--- src/rtl/alu_exec_unit_if.sv ---
// Handshake and data bundle between the EX-stage issue logic and the ALU execution unit.
// The unit itself connects through the slave modport.
interface alu_exec_unit_if #(
   parameter int unsigned WIDTH = 32
);
   logic             valid_i;
   logic             ready_o;
   logic [3:0]       ctrl_i;
   logic [WIDTH-1:0] src1_i;
   logic [WIDTH-1:0] src2_i;
   logic             valid_o;
   logic             ready_i;
   logic [WIDTH-1:0] result_o;
   logic             zero_o;
   logic             illegal_o;
   logic             busy_o;

   modport master (
      output valid_i, ctrl_i, src1_i, src2_i, ready_i,
      input  ready_o, valid_o, result_o, zero_o, illegal_o, busy_o
   );

   modport slave (
      input  valid_i, ctrl_i, src1_i, src2_i, ready_i,
      output ready_o, valid_o, result_o, zero_o, illegal_o, busy_o
   );
endinterface

--- src/rtl/alu_exec_unit.sv ---
// ALU execution unit: single-cycle logic/arithmetic ops plus an iterative shift-add multiply,
// with valid/ready handshakes on both the issue and result sides.
module alu_exec_unit #(
   parameter int unsigned WIDTH = 32
) (
   input  logic                 clk_i,
   input  logic                 rst_i,
   alu_exec_unit_if.slave       exec_if
);

   localparam int unsigned CntW = $clog2(WIDTH + 1);

   localparam logic [3:0] OpAnd = 4'b0000;
   localparam logic [3:0] OpOr  = 4'b0001;
   localparam logic [3:0] OpAdd = 4'b0010;
   localparam logic [3:0] OpSub = 4'b0110;
   localparam logic [3:0] OpSlt = 4'b0111;
   localparam logic [3:0] OpMul = 4'b1000;
   localparam logic [3:0] OpXor = 4'b1001;

   typedef enum logic [1:0] {StIdle, StMul, StDone} state_e;

   state_e           r_state, w_state_d;
   logic [WIDTH-1:0] r_mcand, w_mcand_d;
   logic [WIDTH-1:0] r_mplier, w_mplier_d;
   logic [WIDTH-1:0] r_acc, w_acc_d;
   logic [CntW-1:0]  r_cnt, w_cnt_d;
   logic [WIDTH-1:0] r_result, w_result_d;
   logic             r_zero, w_zero_d;
   logic             r_illegal, w_illegal_d;

   logic             w_ready;
   logic             w_accept;
   logic             w_mul_last;
   logic [WIDTH-1:0] w_acc_sum;
   logic [WIDTH-1:0] w_alu_res;
   logic             w_alu_ill;

   // Combinational from ready_i so a draining result and a new issue share one edge.
   assign w_ready  = (r_state == StIdle) || ((r_state == StDone) && exec_if.ready_i);
   assign w_accept = exec_if.valid_i && w_ready;

   assign w_mul_last = (r_cnt == CntW'(WIDTH - 1));
   assign w_acc_sum  = r_acc + (r_mplier[0] ? r_mcand : '0);

   always_comb begin
      w_alu_res = '0;
      w_alu_ill = 1'b0;
      case (exec_if.ctrl_i)
         OpAdd:   w_alu_res = exec_if.src1_i + exec_if.src2_i;
         OpSub:   w_alu_res = exec_if.src1_i - exec_if.src2_i;
         OpAnd:   w_alu_res = exec_if.src1_i & exec_if.src2_i;
         OpOr:    w_alu_res = exec_if.src1_i | exec_if.src2_i;
         OpXor:   w_alu_res = exec_if.src1_i ^ exec_if.src2_i;
         OpSlt:   w_alu_res = WIDTH'($signed(exec_if.src1_i) < $signed(exec_if.src2_i));
         OpMul:   w_alu_res = '0;
         default: w_alu_ill = 1'b1;
      endcase
   end

   always_comb begin
      w_state_d   = r_state;
      w_mcand_d   = r_mcand;
      w_mplier_d  = r_mplier;
      w_acc_d     = r_acc;
      w_cnt_d     = r_cnt;
      w_result_d  = r_result;
      w_zero_d    = r_zero;
      w_illegal_d = r_illegal;

      unique case (r_state)
         StIdle, StDone: begin
            if (w_accept) begin
               if (exec_if.ctrl_i == OpMul) begin
                  w_state_d  = StMul;
                  w_mcand_d  = exec_if.src1_i;
                  w_mplier_d = exec_if.src2_i;
                  w_acc_d    = '0;
                  w_cnt_d    = '0;
               end else begin
                  w_state_d   = StDone;
                  w_result_d  = w_alu_res;
                  w_zero_d    = (w_alu_res == '0);
                  w_illegal_d = w_alu_ill;
               end
            end else if (r_state == StDone && exec_if.ready_i) begin
               w_state_d = StIdle;
            end
         end
         StMul: begin
            w_acc_d    = w_acc_sum;
            w_mcand_d  = r_mcand << 1;
            w_mplier_d = r_mplier >> 1;
            w_cnt_d    = r_cnt + CntW'(1);
            // The final iteration's sum goes straight to the result register.
            if (w_mul_last) begin
               w_state_d   = StDone;
               w_result_d  = w_acc_sum;
               w_zero_d    = (w_acc_sum == '0);
               w_illegal_d = 1'b0;
            end
         end
         default: w_state_d = StIdle;
      endcase
   end

   always_ff @(posedge clk_i or negedge rst_i) begin
      if (!rst_i) begin
         r_state   <= StIdle;
         r_mcand   <= '0;
         r_mplier  <= '0;
         r_acc     <= '0;
         r_cnt     <= '0;
         r_result  <= '0;
         r_zero    <= 1'b0;
         r_illegal <= 1'b0;
      end else begin
         r_state   <= w_state_d;
         r_mcand   <= w_mcand_d;
         r_mplier  <= w_mplier_d;
         r_acc     <= w_acc_d;
         r_cnt     <= w_cnt_d;
         r_result  <= w_result_d;
         r_zero    <= w_zero_d;
         r_illegal <= w_illegal_d;
      end
   end

   assign exec_if.ready_o   = w_ready;
   assign exec_if.valid_o   = (r_state == StDone);
   assign exec_if.busy_o    = (r_state == StMul);
   assign exec_if.result_o  = r_result;
   assign exec_if.zero_o    = r_zero;
   assign exec_if.illegal_o = r_illegal;

endmodule

--- src/flat_wrapper.sv ---
// flat-port wrapper written by rule: the top's interface ports become plain ports
module alu_exec_unit_flat 
#(
   parameter int unsigned WIDTH = 32
)
  (clk_i, rst_i, exec_if_valid_i, exec_if_ctrl_i, exec_if_src1_i, exec_if_src2_i, exec_if_ready_i, exec_if_ready_o, exec_if_valid_o, exec_if_result_o, exec_if_zero_o, exec_if_illegal_o, exec_if_busy_o);
  alu_exec_unit_if #(.WIDTH(WIDTH)) exec_if_i ();
  input  logic clk_i;
  input  logic rst_i;
  input wire logic [$bits(exec_if_i.valid_i)-1:0] exec_if_valid_i;
  input wire logic [$bits(exec_if_i.ctrl_i)-1:0] exec_if_ctrl_i;
  input wire logic [$bits(exec_if_i.src1_i)-1:0] exec_if_src1_i;
  input wire logic [$bits(exec_if_i.src2_i)-1:0] exec_if_src2_i;
  input wire logic [$bits(exec_if_i.ready_i)-1:0] exec_if_ready_i;
  output wire logic [$bits(exec_if_i.ready_o)-1:0] exec_if_ready_o;
  output wire logic [$bits(exec_if_i.valid_o)-1:0] exec_if_valid_o;
  output wire logic [$bits(exec_if_i.result_o)-1:0] exec_if_result_o;
  output wire logic [$bits(exec_if_i.zero_o)-1:0] exec_if_zero_o;
  output wire logic [$bits(exec_if_i.illegal_o)-1:0] exec_if_illegal_o;
  output wire logic [$bits(exec_if_i.busy_o)-1:0] exec_if_busy_o;
  assign exec_if_i.valid_i = exec_if_valid_i;
  assign exec_if_i.ctrl_i = exec_if_ctrl_i;
  assign exec_if_i.src1_i = exec_if_src1_i;
  assign exec_if_i.src2_i = exec_if_src2_i;
  assign exec_if_i.ready_i = exec_if_ready_i;
  assign exec_if_ready_o = exec_if_i.ready_o;
  assign exec_if_valid_o = exec_if_i.valid_o;
  assign exec_if_result_o = exec_if_i.result_o;
  assign exec_if_zero_o = exec_if_i.zero_o;
  assign exec_if_illegal_o = exec_if_i.illegal_o;
  assign exec_if_busy_o = exec_if_i.busy_o;
  alu_exec_unit #(.WIDTH(WIDTH)) u_core (.clk_i(clk_i), .rst_i(rst_i), .exec_if(exec_if_i));
endmodule
--- config.mk ---
export PLATFORM = sky130hd
export DESIGN_NAME = alu_exec_unit_flat
export DESIGN_NICKNAME = d
export VERILOG_FILES = /design/src/rtl/alu_exec_unit_if.sv /design/src/rtl/alu_exec_unit.sv /design/src/flat_wrapper.sv
export SDC_FILE = /design/constraint.sdc
export NUM_CORES = 1
export LEC_CHECK = 0
export BUFFER_PORTS_ARGS = -buffer_cell sky130_fd_sc_hd__buf_2
export CORE_MARGIN = 4
export CORE_UTILIZATION = 23
export DETAILED_ROUTE_END_ITERATION = 12
export PLACE_DENSITY = 0.39
export SYNTH_ARGS = -nofsm -noshare
export SYNTH_HDL_FRONTEND = slang
export SYNTH_SLANG_ARGS = --single-unit
--- constraint.sdc ---
create_clock -name clk_i -period 4.5 [get_ports clk_i]
set_input_delay 0 -clock clk_i [delete_from_list [all_inputs] [get_ports clk_i]]
set_output_delay 0 -clock clk_i [all_outputs]
set_load 0.01 [all_outputs]
Word level (Yosys, flattened, before mapping)
Cells that the tools add are included.
- logic and storage cells: 75
- bits in registers: 138
- output and inout port bits: 37
- memory bits (writable): 0
- input port bits: 72
- latch bits: 0
- ROM bits: 0
- memories: 0
- magnitude comparators: 1
- div/mod/pow operators: 0
- equal/unequal tests: 14
- muxes and demuxes: 32
- shift-type cells: 0
- add/subtract/negate cells: 4
- multipliers: 0
- reduce and logical (&&, ||, !) cells: 13
- bitwise operators: 3
- operators by type and width (cell ; count):
    $mux W32 ; 10
    $pmux W32 S2 ; 4
    $pmux W32 S6 ; 1
    $add A32 B32 Y32 ; 2
    $logic_not A32 Y1 ; 2
    $and A32 B32 Y32 ; 1
    $lt A32 B32 Y1 ; 1
    $or A32 B32 Y32 ; 1
    $sub A32 B32 Y32 ; 1
    $xor A32 B32 Y32 ; 1
    $mux W6 ; 2
    $pmux W6 S2 ; 1
    $eq A4 B3 Y1 const B ; 2
    $eq A4 B4 Y1 const B ; 2
    $mux W2 ; 4
    $mux W1 ; 7
    $add A6 B1 Y6 const B ; 1
    $eq A6 B5 Y1 const B ; 1
    $ne A2 B1 Y1 const B ; 3
    $reduce_or A6 Y1 ; 1
    $eq A4 B1 Y1 const B ; 1
    $eq A4 B2 Y1 const B ; 1
    $logic_not A4 Y1 ; 1
    $pmux W1 S2 ; 2
    other kinds (13) ; 14

Logic depth before layout (Yosys ltp)
Gate-level depths: netlist of run 1.
- depth after elaboration: 6
- depth in mapped cells: 15
- gate-level depth less buffers: 15

Worst setup path after synthesis of run 1
Ideal clock, no wire load.
- kind: register to register
- start: register u_core.r_mplier[0]
- end: register u_core.r_zero, in the netlist u_core.exec_if.zero_o
- data required time: 4.435 ns
- period minus slack after synthesis: 3.721 ns
- path buffers: 0
- arrival: 3.656 ns
- setup time: 0.065 ns
- stages on the path, launching flop included: 15
- setup slack: 0.779 ns
- cell sequence: dfrtp_1 > and2_1 > ha_1 > fa_1 > a21oi_2 > o211ai_1 > o2111ai_1 > a32oi_2 > a31oi_4 > o21bai_1 > xor2_1 > or4b_1 > or4_1 > nor4b_2 > a211o_1
- word-level cells in the longest chain between the ends: 5
- RTL lines (what ; RTL line ; source):
    start, declared ; alu_exec_unit.sv:25 ; logic [WIDTH-1:0] r_mplier, w_mplier_d;
    start signal, assigned ; alu_exec_unit.sv:120 ; r_mplier <= w_mplier_d;
    $mux W32 ; alu_exec_unit.sv:44 ; assign w_acc_sum = r_acc + (r_mplier[0] ? r_mcand : '0);
    $add A32 B32 Y32 ; alu_exec_unit.sv:44 ;
    $logic_not A32 Y1 ; alu_exec_unit.sv:99 ; w_zero_d = (w_acc_sum == '0);
    $mux W1 ; alu_exec_unit.sv:96 ; if (w_mul_last) begin
    $pmux W1 S2 ; alu_exec_unit.sv:71 ; unique case (r_state)
    end signal, assigned ; alu_exec_unit.sv:124 ; r_zero <= w_zero_d;
    end, declared ; alu_exec_unit.sv:29 ; logic r_zero, w_zero_d;
No other way between the ends. The select of a mux whose other input is x is not followed.
A chain may end at the register's enable or synchronous reset.

Final worst setup path of run 1
Same ends and word-level chain as after synthesis.

==> flow_metrics.tcl, run 1 <==
set metrics [dict create \
    status "complete, no violations" \
    setup_viol 0 \
    timing.final.ws_setup_ns 0.325 \
    core_area_um2 58100 \
    number_of_antenna_repair_diodes 0 \
    synth_area_leader_cell "sky130_fd_sc_hd__dfrtp_1" \
    critical-path-slowest-cell "sky130_fd_sc_hd__or4_1" \
    power.leakage_nw 7.51 \
    fp.dieArea_um2 63100 \
    detailedRoute.firstPassIterationCount 6 \
    drive_gt1_share_pct 13.5 \
    r2r_setup_slack_ns 0.32 \
    setup.worst_path.end_class "flop" \
    multi_input_area_um2 9400 \
    critical_path_required_ns 4.93 \
    die-height_um 251 \
    fin_worst_hold_slack_ns 0.170 \
    worst_skew_pair.late_latency_ns 0.49 \
    cp_common_cell "sky130_fd_sc_hd__or4_1" \
    dr_total_vias 13851 \
    worstReg2RegEnd "u_core.exec_if.zero_o" \
    grt_setup_unrepaired "false" \
    globalRouteOverflowTotal 0 \
    synth_async_reset_ratio_pct 100 \
    grt_antenna_before_repair 2 \
    postSynthCellCount 1781 \
    yosysWarningCount 0 \
    finalHoldViolCount 0 \
    dpl-instance-area_um2 15200 \
    worst_r2r_startpoint "u_core.r_mplier[0]" \
    synth_seq_area_share_pct 25.4 \
    routedWlPerCell_um 21.1 \
    routabilityCongestion 0.898 \
    num_cts_buffers 17 \
    fmax_ghz 0.239 \
    cap_viol_max_count 0 \
    cp_num_buf_inv 1 \
    wl_um 57100 \
    yosysMostFrequentCell "sky130_fd_sc_hd__nand2_1" \
    clock-skew-final_ns 0.0104 \
    grt.total_usage_pct 18.1 \
    syn_nets 1991 \
    syn2layout_area_growth_pct 20.8 \
    dominantRegCellSynth "sky130_fd_sc_hd__dfrtp_1" \
    dpl.hpwl_um 43800 \
    pre_cts_setup_slack_ns 0.176 \
    avgSynthCellArea_um2 7.64 \
    cts_setup_buffers 0 \
    fin_cells 2704 \
    crit_path_cell_trace "buf_6 -> and2_1 -> ha_1 -> a21oi_2 -> o21ai_0 -> nor2_2 -> o211ai_2 -> a41oi_2 -> xor2_2 -> nand2_1 -> or4_1 -> or4_1 -> nor4b_2 -> a211o_1" \
    power.density_cell_area_nw_per_um2 436 \
    clk_root_buffer_cell "sky130_fd_sc_hd__clkbuf_16" \
    tightest_slew_ns 1.13 \
    design.portCount 109 \
    netlist_top_cells_area "sky130_fd_sc_hd__dfrtp_1 (25%), sky130_fd_sc_hd__ha_1 (12%), sky130_fd_sc_hd__nand2_1 (6.3%)" \
    clock_path_buffers 2 \
    initial_standard_cell_utilization_of_the_core_pct 23.4 \
    yosys-top-cells-count "sky130_fd_sc_hd__nand2_1 (230), sky130_fd_sc_hd__nor2_1 (172), sky130_fd_sc_hd__dfrtp_1 (138), sky130_fd_sc_hd__ha_1 (135), sky130_fd_sc_hd__o21ai_0 (113)" \
    max_stage_delay_ns 0.59 \
    register_area_um2 3450 \
    layout.nets 2136 \
    synthesis.area_um2 13600 \
    grt_start_max_net_pins 96 \
    route.detailed.drc 0 \
    synth.ff_latch_count 138 \
    crit_path_max_fanout 32 \
    fin_crit_ns 4.18 \
    std_cell_rows 88 \
    dr_iter_0_viols 1010 \
    yosys.area.top_type_share_pct 25.4 \
    crit_type "reg2reg" \
    ir_worst_vdd_mv 0.340 \
    remaining_antenna_violation_count_after_routing 0 \
    dpl.cell_count 2606 \
    critical_path.top_delay_family "simple AND/OR/NAND/NOR gates" \
    place.port_buffers 108 \
    maxSlewViolCount 0 \
    final_design_area_no_fill_um2 16400 \
    horizontal_extent_of_the_die_um 251 \
    critPathArrivalTime_ns 4.61 \
    totalNegativeSetupSlack_ns 0 \
    synth.lib_cells_used.distinct 95 \
    clk_transition_reported_paths_ns 0.07 \
    timing.final.crit_share_pct 92.8 \
    cts_tree "done" \
    length_in_cells_of_the_worst_reg_to_reg_path 14 \
    power_mw 7.17 \
    clock-sinks 138 \
    min-delay-path-class "in2async" \
    final_util_pct 28.3 \
    fillcell_total 6414 \
    htree_levels 4 \
    synth-edff-count 0 \
    grt_first_pass_wirelength_um 88300 \
    slew-limit-headroom_pct 24.1 \
    routed_via_density 5.12 \
    critical_path.startpoint_type "flop" \
    number_of_global_route_vias_before_repair 13941 \
]
-- layout by cell type, fill, tap and decap left out, types with 9 or more instances in the layout --
cell                            count
sky130_fd_sc_hd__o31ai_1           14
sky130_fd_sc_hd__o211ai_1          32
sky130_fd_sc_hd__buf_2            107
sky130_fd_sc_hd__xor2_1            15
sky130_fd_sc_hd__o22ai_1           49
sky130_fd_sc_hd__inv_1            111
sky130_fd_sc_hd__o2111ai_1          9
sky130_fd_sc_hd__mux2i_1           12
sky130_fd_sc_hd__nand2_1          229
sky130_fd_sc_hd__o21ai_0          113
sky130_fd_sc_hd__o21bai_1          16
sky130_fd_sc_hd__a21oi_1          102
sky130_fd_sc_hd__and3_1            16
sky130_fd_sc_hd__o21ai_1            9
sky130_fd_sc_hd__nor2_1           169
sky130_fd_sc_hd__dlygate4sd3_1     66
sky130_fd_sc_hd__ha_1             135
sky130_fd_sc_hd__clkbuf_16         17
sky130_fd_sc_hd__dfrtp_1          138
sky130_fd_sc_hd__or2_2             16
sky130_fd_sc_hd__a22oi_1           21
sky130_fd_sc_hd__a21o_1            29
sky130_fd_sc_hd__o21a_1            13
sky130_fd_sc_hd__and2_1            42
sky130_fd_sc_hd__a31oi_1           11
sky130_fd_sc_hd__nand2b_1          14
sky130_fd_sc_hd__buf_4             54
sky130_fd_sc_hd__nand3_1           61
sky130_fd_sc_hd__nor4_1            11
sky130_fd_sc_hd__a211o_1            9
sky130_fd_sc_hd__xnor2_1           19
sky130_fd_sc_hd__nand4_1           23
sky130_fd_sc_hd__a211oi_1          29
sky130_fd_sc_hd__nor3_1            22
sky130_fd_sc_hd__nor2b_1           21
-- report_power, final --
part	leakage, nW	internal, mW	switching (mW)	total (mW)
clock network	0.275	0.766	0.676	1.44
logic	5.53	1.40	2.25	3.64
registers	1.70	1.72	0.355	2.08
-- cell type report --
cell class	count	share of cell area [%]
Clock buffer	17	2.59
Multi-Input combinational cell	1427	57.2
Inverter	112	2.56
Sequential cell	138	21.0
Clock inverter	15	0.845
Timing Repair Buffer	230	10.0
Tap cell	765	5.82
-- kinds of logic after synthesis --
logic type | after synthesis | synth area share, %
flip-flops | 138 | 25.4
AND/OR/NAND/NOR | 672 | 23.3
buffers and inverters | 216 | 6.10
multiplexers | 15 | 1.13
XOR/XNOR | 35 | 2.25
AO/OA/AOI/OAI | 567 | 28.9
adder cells (fa/ha/maj) | 138 | 12.9
-- worst max path at each step --
stage | from | end | slack, ns | cells after the start
finish | u_core.r_mplier[0] | u_core.exec_if.zero_o | 0.32 | 14
global route | u_core.r_mplier[0] | u_core.exec_if.zero_o | 0.06 | 14
CTS | u_core.r_mplier[0] | u_core.exec_if.zero_o | 0.16 | 14
detailed placement | u_core.r_mplier[0] | u_core.exec_if.zero_o | 0.18 | 14
global placement | u_core.r_mplier[0] | u_core.exec_if.zero_o | 0.24 | 14
floorplan | u_core.r_mplier[0] | u_core.exec_if.zero_o | 0.78 | 14
-- registers in the layout (all words and copies together) (netlist names) --
signal,flops
u_core.r_mplier,32
u_core.r_acc,32
u_core.exec_if.illegal_o,1
u_core.r_state,2
u_core.r_mcand,32
u_core.r_cnt,6
u_core.exec_if.zero_o,1
u_core.exec_if.result_o,32
-- layer usage --
metal | share of wire [%] | track usage [%]
met5 | 0 | 0
met1 | 48 | 25.1
met2 | 46 | 29.5
met4 | 2.4 | 5.91
met3 | 3.6 | 2.15
-- repair_timing --
| item | CTS | global route |
|---|---|---|
| hold buffers | 66 | 0 |
| endpoints found under the hold margin | 159 | 0 |
| endpoints found under the setup margin | 0 | 1 |
| gates resized for setup | 0 | 4 |
Note: power is estimated with default switching activity, not from simulation.
==> run 2: changes to the inputs <==
Settings changed: BUFFER_PORTS_ARGS -buffer_cell sky130_fd_sc_hd__buf_2 to -buffer_cell sky130_fd_sc_hd__buf_4, CORE_UTILIZATION 23 to 35, PLACE_DENSITY 0.39 to 0.52.
==> run 2 against run 1 <==
Global-route usage up 6.1 points. Hold slack worse by 0.088 ns. Critical endpoint unchanged. Fmax is 2.5% lower. Combinational power hardly changed. Register-to-register slack lost 0.11 ns. Sequential share of layout area is 0.21 points higher.
==> flow_metrics.tcl, run 2 (synthesis gave the netlist of run 1 again) <==
set metrics [dict create \
    status "complete, no violations" \
    clock_path_buffers 2 \
    globalRouteOverflowTotal 0 \
    routedWlPerCell_um 20.9 \
    grt_antenna_before_repair 0 \
    remaining_antenna_violation_count_after_routing 0 \
    critical_path_required_ns 4.91 \
    route.met3.wl_um 2610 \
    dr_total_vias 13970 \
    cap_viol_max_count 0 \
    timing.final.crit_share_pct 95.1 \
    layout.nets 2123 \
    slew-limit-headroom_pct 23.8 \
    setup.worst_path.end_class "flop" \
    grt.total_usage_pct 24.3 \
    grt_first_pass_wirelength_um 80500 \
    power.leakage_nw 7.51 \
    horizontal_extent_of_the_die_um 205 \
    std_cell_rows 71 \
    crit_path_max_fanout 31 \
    wl_um 50900 \
    grt_setup_unrepaired "false" \
    routed_metal_1_wirelength_um 23300 \
    wl_met2_um 23300 \
    mostFrequentLayoutCells "sky130_fd_sc_hd__nand2_1 (229), sky130_fd_sc_hd__nor2_1 (170), sky130_fd_sc_hd__buf_4 (150)" \
    fin_crit_ns 4.28 \
    grt_start_max_net_pins 71 \
    syn2layout_area_growth_pct 19.6 \
    initial_standard_cell_utilization_of_the_core_pct 35.8 \
    core_area_um2 38000 \
    die-height_um 205 \
    detailedRoute.firstPassIterationCount 6 \
    dr_iter_0_viols 1315 \
    maxSlewViolCount 0 \
    design.portCount 109 \
    num_cts_buffers 17 \
    routabilityCongestion 0.940 \
    place.port_buffers 108 \
    number_of_antenna_repair_diodes 0 \
    final_util_pct 42.8 \
    ir_worst_vdd_mv 0.318 \
    drive_gt1_share_pct 12.7 \
    dpl.hpwl_um 38300 \
    totalNegativeSetupSlack_ns 0 \
    routed_via_density 5.73 \
    number_of_global_route_vias_before_repair 13785 \
    power_mw 7.17 \
    cts_tree "done" \
    route.top_layer_used "met4" \
    finalHoldViolCount 0 \
    clock-sinks 138 \
    layout_commonest_cell "sky130_fd_sc_hd__nand2_1" \
    tightest_slew_ns 1.14 \
    min-delay-path-class "in2async" \
    route.detailed.drc 0 \
    critPathArrivalTime_ns 4.69 \
    critical_path.startpoint_type "flop" \
    htree_levels 4 \
    fmax_ghz 0.234 \
    worst_skew_pair.late_latency_ns 0.47 \
    clock-skew-final_ns 0.0147 \
    fp.dieArea_um2 42100 \
    crit_type "reg2reg" \
    power.density_cell_area_nw_per_um2 441 \
    setup_viol 0 \
    clk_root_buffer_cell "sky130_fd_sc_hd__clkbuf_16" \
    clk_transition_reported_paths_ns 0.07 \
]
run 2: final cells by class:
class                   count  area [um^2]
well taps                 511          639
multi-input cells        1427         9390
repair buffers            217         1800
fillers                  3947        21700
flip-flops and latches    138         3450
clock inverters            13          145
inverters                 112          420
clock buffers              18          429
run 2: critical path, stage by stage, from the launching register on:
cell	delay, ns
sky130_fd_sc_hd__dfrtp_1	0.39
sky130_fd_sc_hd__buf_4	0.23
sky130_fd_sc_hd__and2_1	0.18
sky130_fd_sc_hd__ha_1	0.38
sky130_fd_sc_hd__nand2_1	0.10
sky130_fd_sc_hd__nor3_1	0.36
sky130_fd_sc_hd__a21oi_4	0.15
sky130_fd_sc_hd__o21ai_1	0.37
sky130_fd_sc_hd__xnor2_1	0.21
sky130_fd_sc_hd__nor4b_1	0.33
sky130_fd_sc_hd__nand4_1	0.13
sky130_fd_sc_hd__or4_1	0.46
sky130_fd_sc_hd__or4_1	0.56
sky130_fd_sc_hd__nor4b_2	0.26
sky130_fd_sc_hd__a211o_1	0.12
run 2: per-stage QoR:
stage          instance area [um^2]  setup slack [ns]  cells  hold slack (ns)
4_1_cts                       16300             0.186   2436           0.0985
3_5_place_dp                  15000             0.204   2339           0.0199
2_1_floorplan                 13600             0.779   1781           -0.296
3_3_place_gp                  15000             0.284   2339           0.0261
5_1_grt                       16300            0.0310   2436            0.125
6_report                      16300             0.219   2436           0.0820
run 2: routing by layer:
metal  global-route usage (%)  vias up
met1                     33.1     6754
met5                        0        -
met3                     3.26       90
li1                         -     6685
met2                     39.6      441
met4                     8.44        0
run 2: worst paths after layout:
kind                                     from                       end  slack (ns)  depth (start not counted)
hold reg to reg            u_core.r_mcand[31]        u_core.r_mcand[31]        0.48                          2
hold / removal                          rst_i       u_core.r_mplier[12]        0.08                          2
setup reg to reg           u_core.r_mplier[0]     u_core.exec_if.zero_o        0.22                         14
setup / recovery           u_core.r_mplier[0]     u_core.exec_if.zero_o        0.22                         14
min in group clk_i          exec_if_ctrl_i[1]  u_core.exec_if.illegal_o        0.12                          4
max in group asynchronous               rst_i        u_core.r_mcand[30]        3.31                          3
run 2: timing repair:
item,CTS,global route
gates resized for setup,0,1
hold endpoints to repair,122,0
hold buffers,66,0
setup endpoints to repair,0,1
setup buffers,0,0
run 2: report_power, final:
group	total, mW	switching, mW	internal [mW]
Sequential	2.07	0.349	1.72
Clock	1.47	0.657	0.818
Combinational	3.62	2.19	1.44
==> run 3: changes to the inputs <==
Settings changed: CORE_UTILIZATION 35 to 45, PLACE_DENSITY 0.52 to 0.64, RECOVER_POWER set to 25.
==> run 3 against run 2 <==
The run now ends with max-capacitance violations, max-slew violations left. Die area down 21%. Combinational power down 1%. Clock skew about the same. Sequential power about the same. Design area down 1.6%. First-iteration DRC count up 3.8%. Register-to-register slack better by 0.09 ns. Via count up 0.89%. Cell count down 5.0%. Critical path type unchanged. Critical endpoint unchanged. Largest cell class unchanged. Highest routed layer unchanged.
==> flow_metrics.tcl, run 3 (synthesis gave the netlist of run 1 again) <==
set metrics [dict create \
    routed_via_density 6.09 \
    grt_setup_unrepaired "false" \
    failed_checks "max-capacitance violations, max-slew violations" \
    layout_commonest_cell "sky130_fd_sc_hd__nand2_1" \
    routabilityCongestion 0.973 \
    worst_skew_pair.late_latency_ns 0.47 \
    cts_setup_buffers 0 \
    route.detailed.drc 0 \
    grt_antenna_before_repair 0 \
    layout.nets 2121 \
    std_cell_rows 63 \
    slew-limit-headroom_pct -68.2 \
    register_area_um2 3450 \
    grt.total_usage_pct 29.2 \
    top_usage_layer "met2" \
    setup.worst_path.end_class "flop" \
    timing.final.crit_share_pct 93.0 \
    mostFrequentLayoutCells "sky130_fd_sc_hd__nand2_1 (229), sky130_fd_sc_hd__nor2_1 (171), sky130_fd_sc_hd__dfrtp_1 (138)" \
    remaining_antenna_violation_count_after_routing 0 \
    clock-skew-final_ns 0.0145 \
    clk_root_buffer_cell "sky130_fd_sc_hd__clkbuf_16" \
    fp.dieArea_um2 33100 \
    maxSlewViolCount 92 \
    num_cts_buffers 17 \
    met2_track_usage_gr_pct 46.6 \
    horizontal_extent_of_the_die_um 182 \
    length_in_cells_of_the_worst_reg_to_reg_path 14 \
    design.portCount 109 \
    dr_total_vias 14094 \
    initial_standard_cell_utilization_of_the_core_pct 45.8 \
    setup_viol 0 \
    cp_num_buf_inv 0 \
    drive_gt1_share_pct 11.5 \
    crit_type "reg2reg" \
    clk_transition_reported_paths_ns 0.07 \
    worst_r2r_startpoint "u_core.r_mplier[0]" \
    grt_first_pass_wirelength_um 77100 \
    number_of_global_route_vias_before_repair 13743 \
    grtUsageMet1_pct 39.3 \
    critical_path.startpoint_type "flop" \
    multi_input_area_um2 9390 \
    fmax_ghz 0.239 \
    launch_instance_of_the_worst_min_delay_path "exec_if_valid_i" \
    crit_path_cell_trace "and2_1 -> ha_1 -> fa_1 -> a21oi_2 -> o211ai_1 -> o2111ai_1 -> a32oi_2 -> a31oi_4 -> xor2_1 -> nand4_1 -> or4_1 -> or4_1 -> nor4b_2 -> a211o_1" \
    critPathArrivalTime_ns 4.59 \
    grt_start_max_net_pins 92 \
    power.leakage_nw 7.41 \
    timing.hold.worst_path_depth 5 \
    detailedRoute.firstPassIterationCount 5 \
    finalHoldViolCount 0 \
    tightest_slew_ns 2.52 \
    critical-path-slowest-cell "sky130_fd_sc_hd__or4_1" \
    critical_path_required_ns 4.90 \
    power.density_cell_area_nw_per_um2 443 \
    status "finished, violations left" \
    totalNegativeSetupSlack_ns 0 \
    die-height_um 182 \
    r2r_setup_slack_ns 0.31 \
    dpl-instance-area_um2 14900 \
    worstReg2RegEnd "u_core.exec_if.zero_o" \
    fin_crit_ns 4.19 \
    clock_path_buffers 2 \
    number_of_antenna_repair_diodes 0 \
    ir_worst_vdd_mv 0.346 \
    core_area_um2 29700 \
    final_design_area_no_fill_um2 16000 \
    globalRouteOverflowTotal 0 \
    cts_tree "done" \
    dpl.hpwl_um 36700 \
    min-delay-path-class "in2reg" \
    crit_path_max_fanout 10 \
    place.port_buffers 108 \
    met3_demand_to_capacity_share_in_global_routing_pct 4.23 \
    critical_path.top_delay_family "simple AND/OR/NAND/NOR gates" \
    htree_levels 4 \
    clock-sinks 138 \
    max_stage_delay_ns 0.58 \
    cp_common_cell "sky130_fd_sc_hd__or4_1" \
    cap_viol_max_count 1 \
    wl_um 49000 \
    routedWlPerCell_um 21.2 \
    syn2layout_area_growth_pct 17.7 \
    fillcell_total 2819 \
    dr_iter_0_viols 1365 \
    worst_hold_path.endpoint "u_core.r_mcand[31]" \
]
run 3: cell types whose count changed in the layout (fill, tap and decap cells not counted), sizes merged:
cell / change
clkinv: -2
clkbuf: +20
bufinv: -1
buf: -23
inv: +4
run 3: how the worst max path moves through the flow:
| stage | depth (start not counted) | slack [ns] | end | from |
|---|---|---|---|---|
| global route | 14 | 0.04 | u_core.exec_if.zero_o | u_core.r_mplier[0] |
| CTS | 14 | 0.28 | u_core.exec_if.zero_o | u_core.r_mplier[0] |
| floorplan | 14 | 0.78 | u_core.exec_if.zero_o | u_core.r_mplier[0] |
| finish | 14 | 0.31 | u_core.exec_if.zero_o | u_core.r_mplier[0] |
| global placement | 14 | 0.38 | u_core.exec_if.zero_o | u_core.r_mplier[0] |
| detailed placement | 14 | 0.29 | u_core.exec_if.zero_o | u_core.r_mplier[0] |
run 3: cell type report:
type	instances	area share [%]
inverters	112	2.62
multi-input cells	1427	58.6
clock inverters	14	0.851
repair buffers	215	10.6
flip-flops and latches	138	21.6
well taps	390	3.05
clock buffers	17	2.66
run 3: worst min-delay path, cell delays in order:
cell and delay (ns):
sky130_fd_sc_hd__buf_4 0.13, sky130_fd_sc_hd__nand2_1 0.05, sky130_fd_sc_hd__nor2_1 0.08, sky130_fd_sc_hd__a22oi_1 0.15, sky130_fd_sc_hd__nand2_1 0.06
run 3: power by group:
group | leakage [nW] | internal [mW] | switching [mW]
registers | 1.70 | 1.72 | 0.365
logic | 5.44 | 1.40 | 2.17
clock network | 0.268 | 0.769 | 0.670
total | 7.41 | 3.89 | 3.20
run 3: through the flow:
step                worst slack (ns)  hold WS, ns  util, %  std cells  total power [mW]
CTS                            0.275       0.0116     54.1       2313              7.11
global placement               0.377        0.145     50.0       2216              5.53
finish                         0.313       0.0393     53.9       2313              7.10
floorplan                      0.779       -0.296        -       1781              4.49
detailed placement             0.292        0.157     50.0       2216              5.60
global route                  0.0366       0.0932     53.9       2313              7.63
run 3: timing repair:
item	4_1_cts	5_1_grt
endpoints found under the setup margin	0	1
hold buffers	66	0
hold endpoints to repair	155	0
resized for setup	0	2
run 3: per-layer routing:
metal	share of wire (%)	wire, um	up-vias
met5	0	0	-
met4	4.8	2350	0
met3	5.5	2720	119
met2	45	22000	540
met1	45	22000	6745
li1	-	-	6690
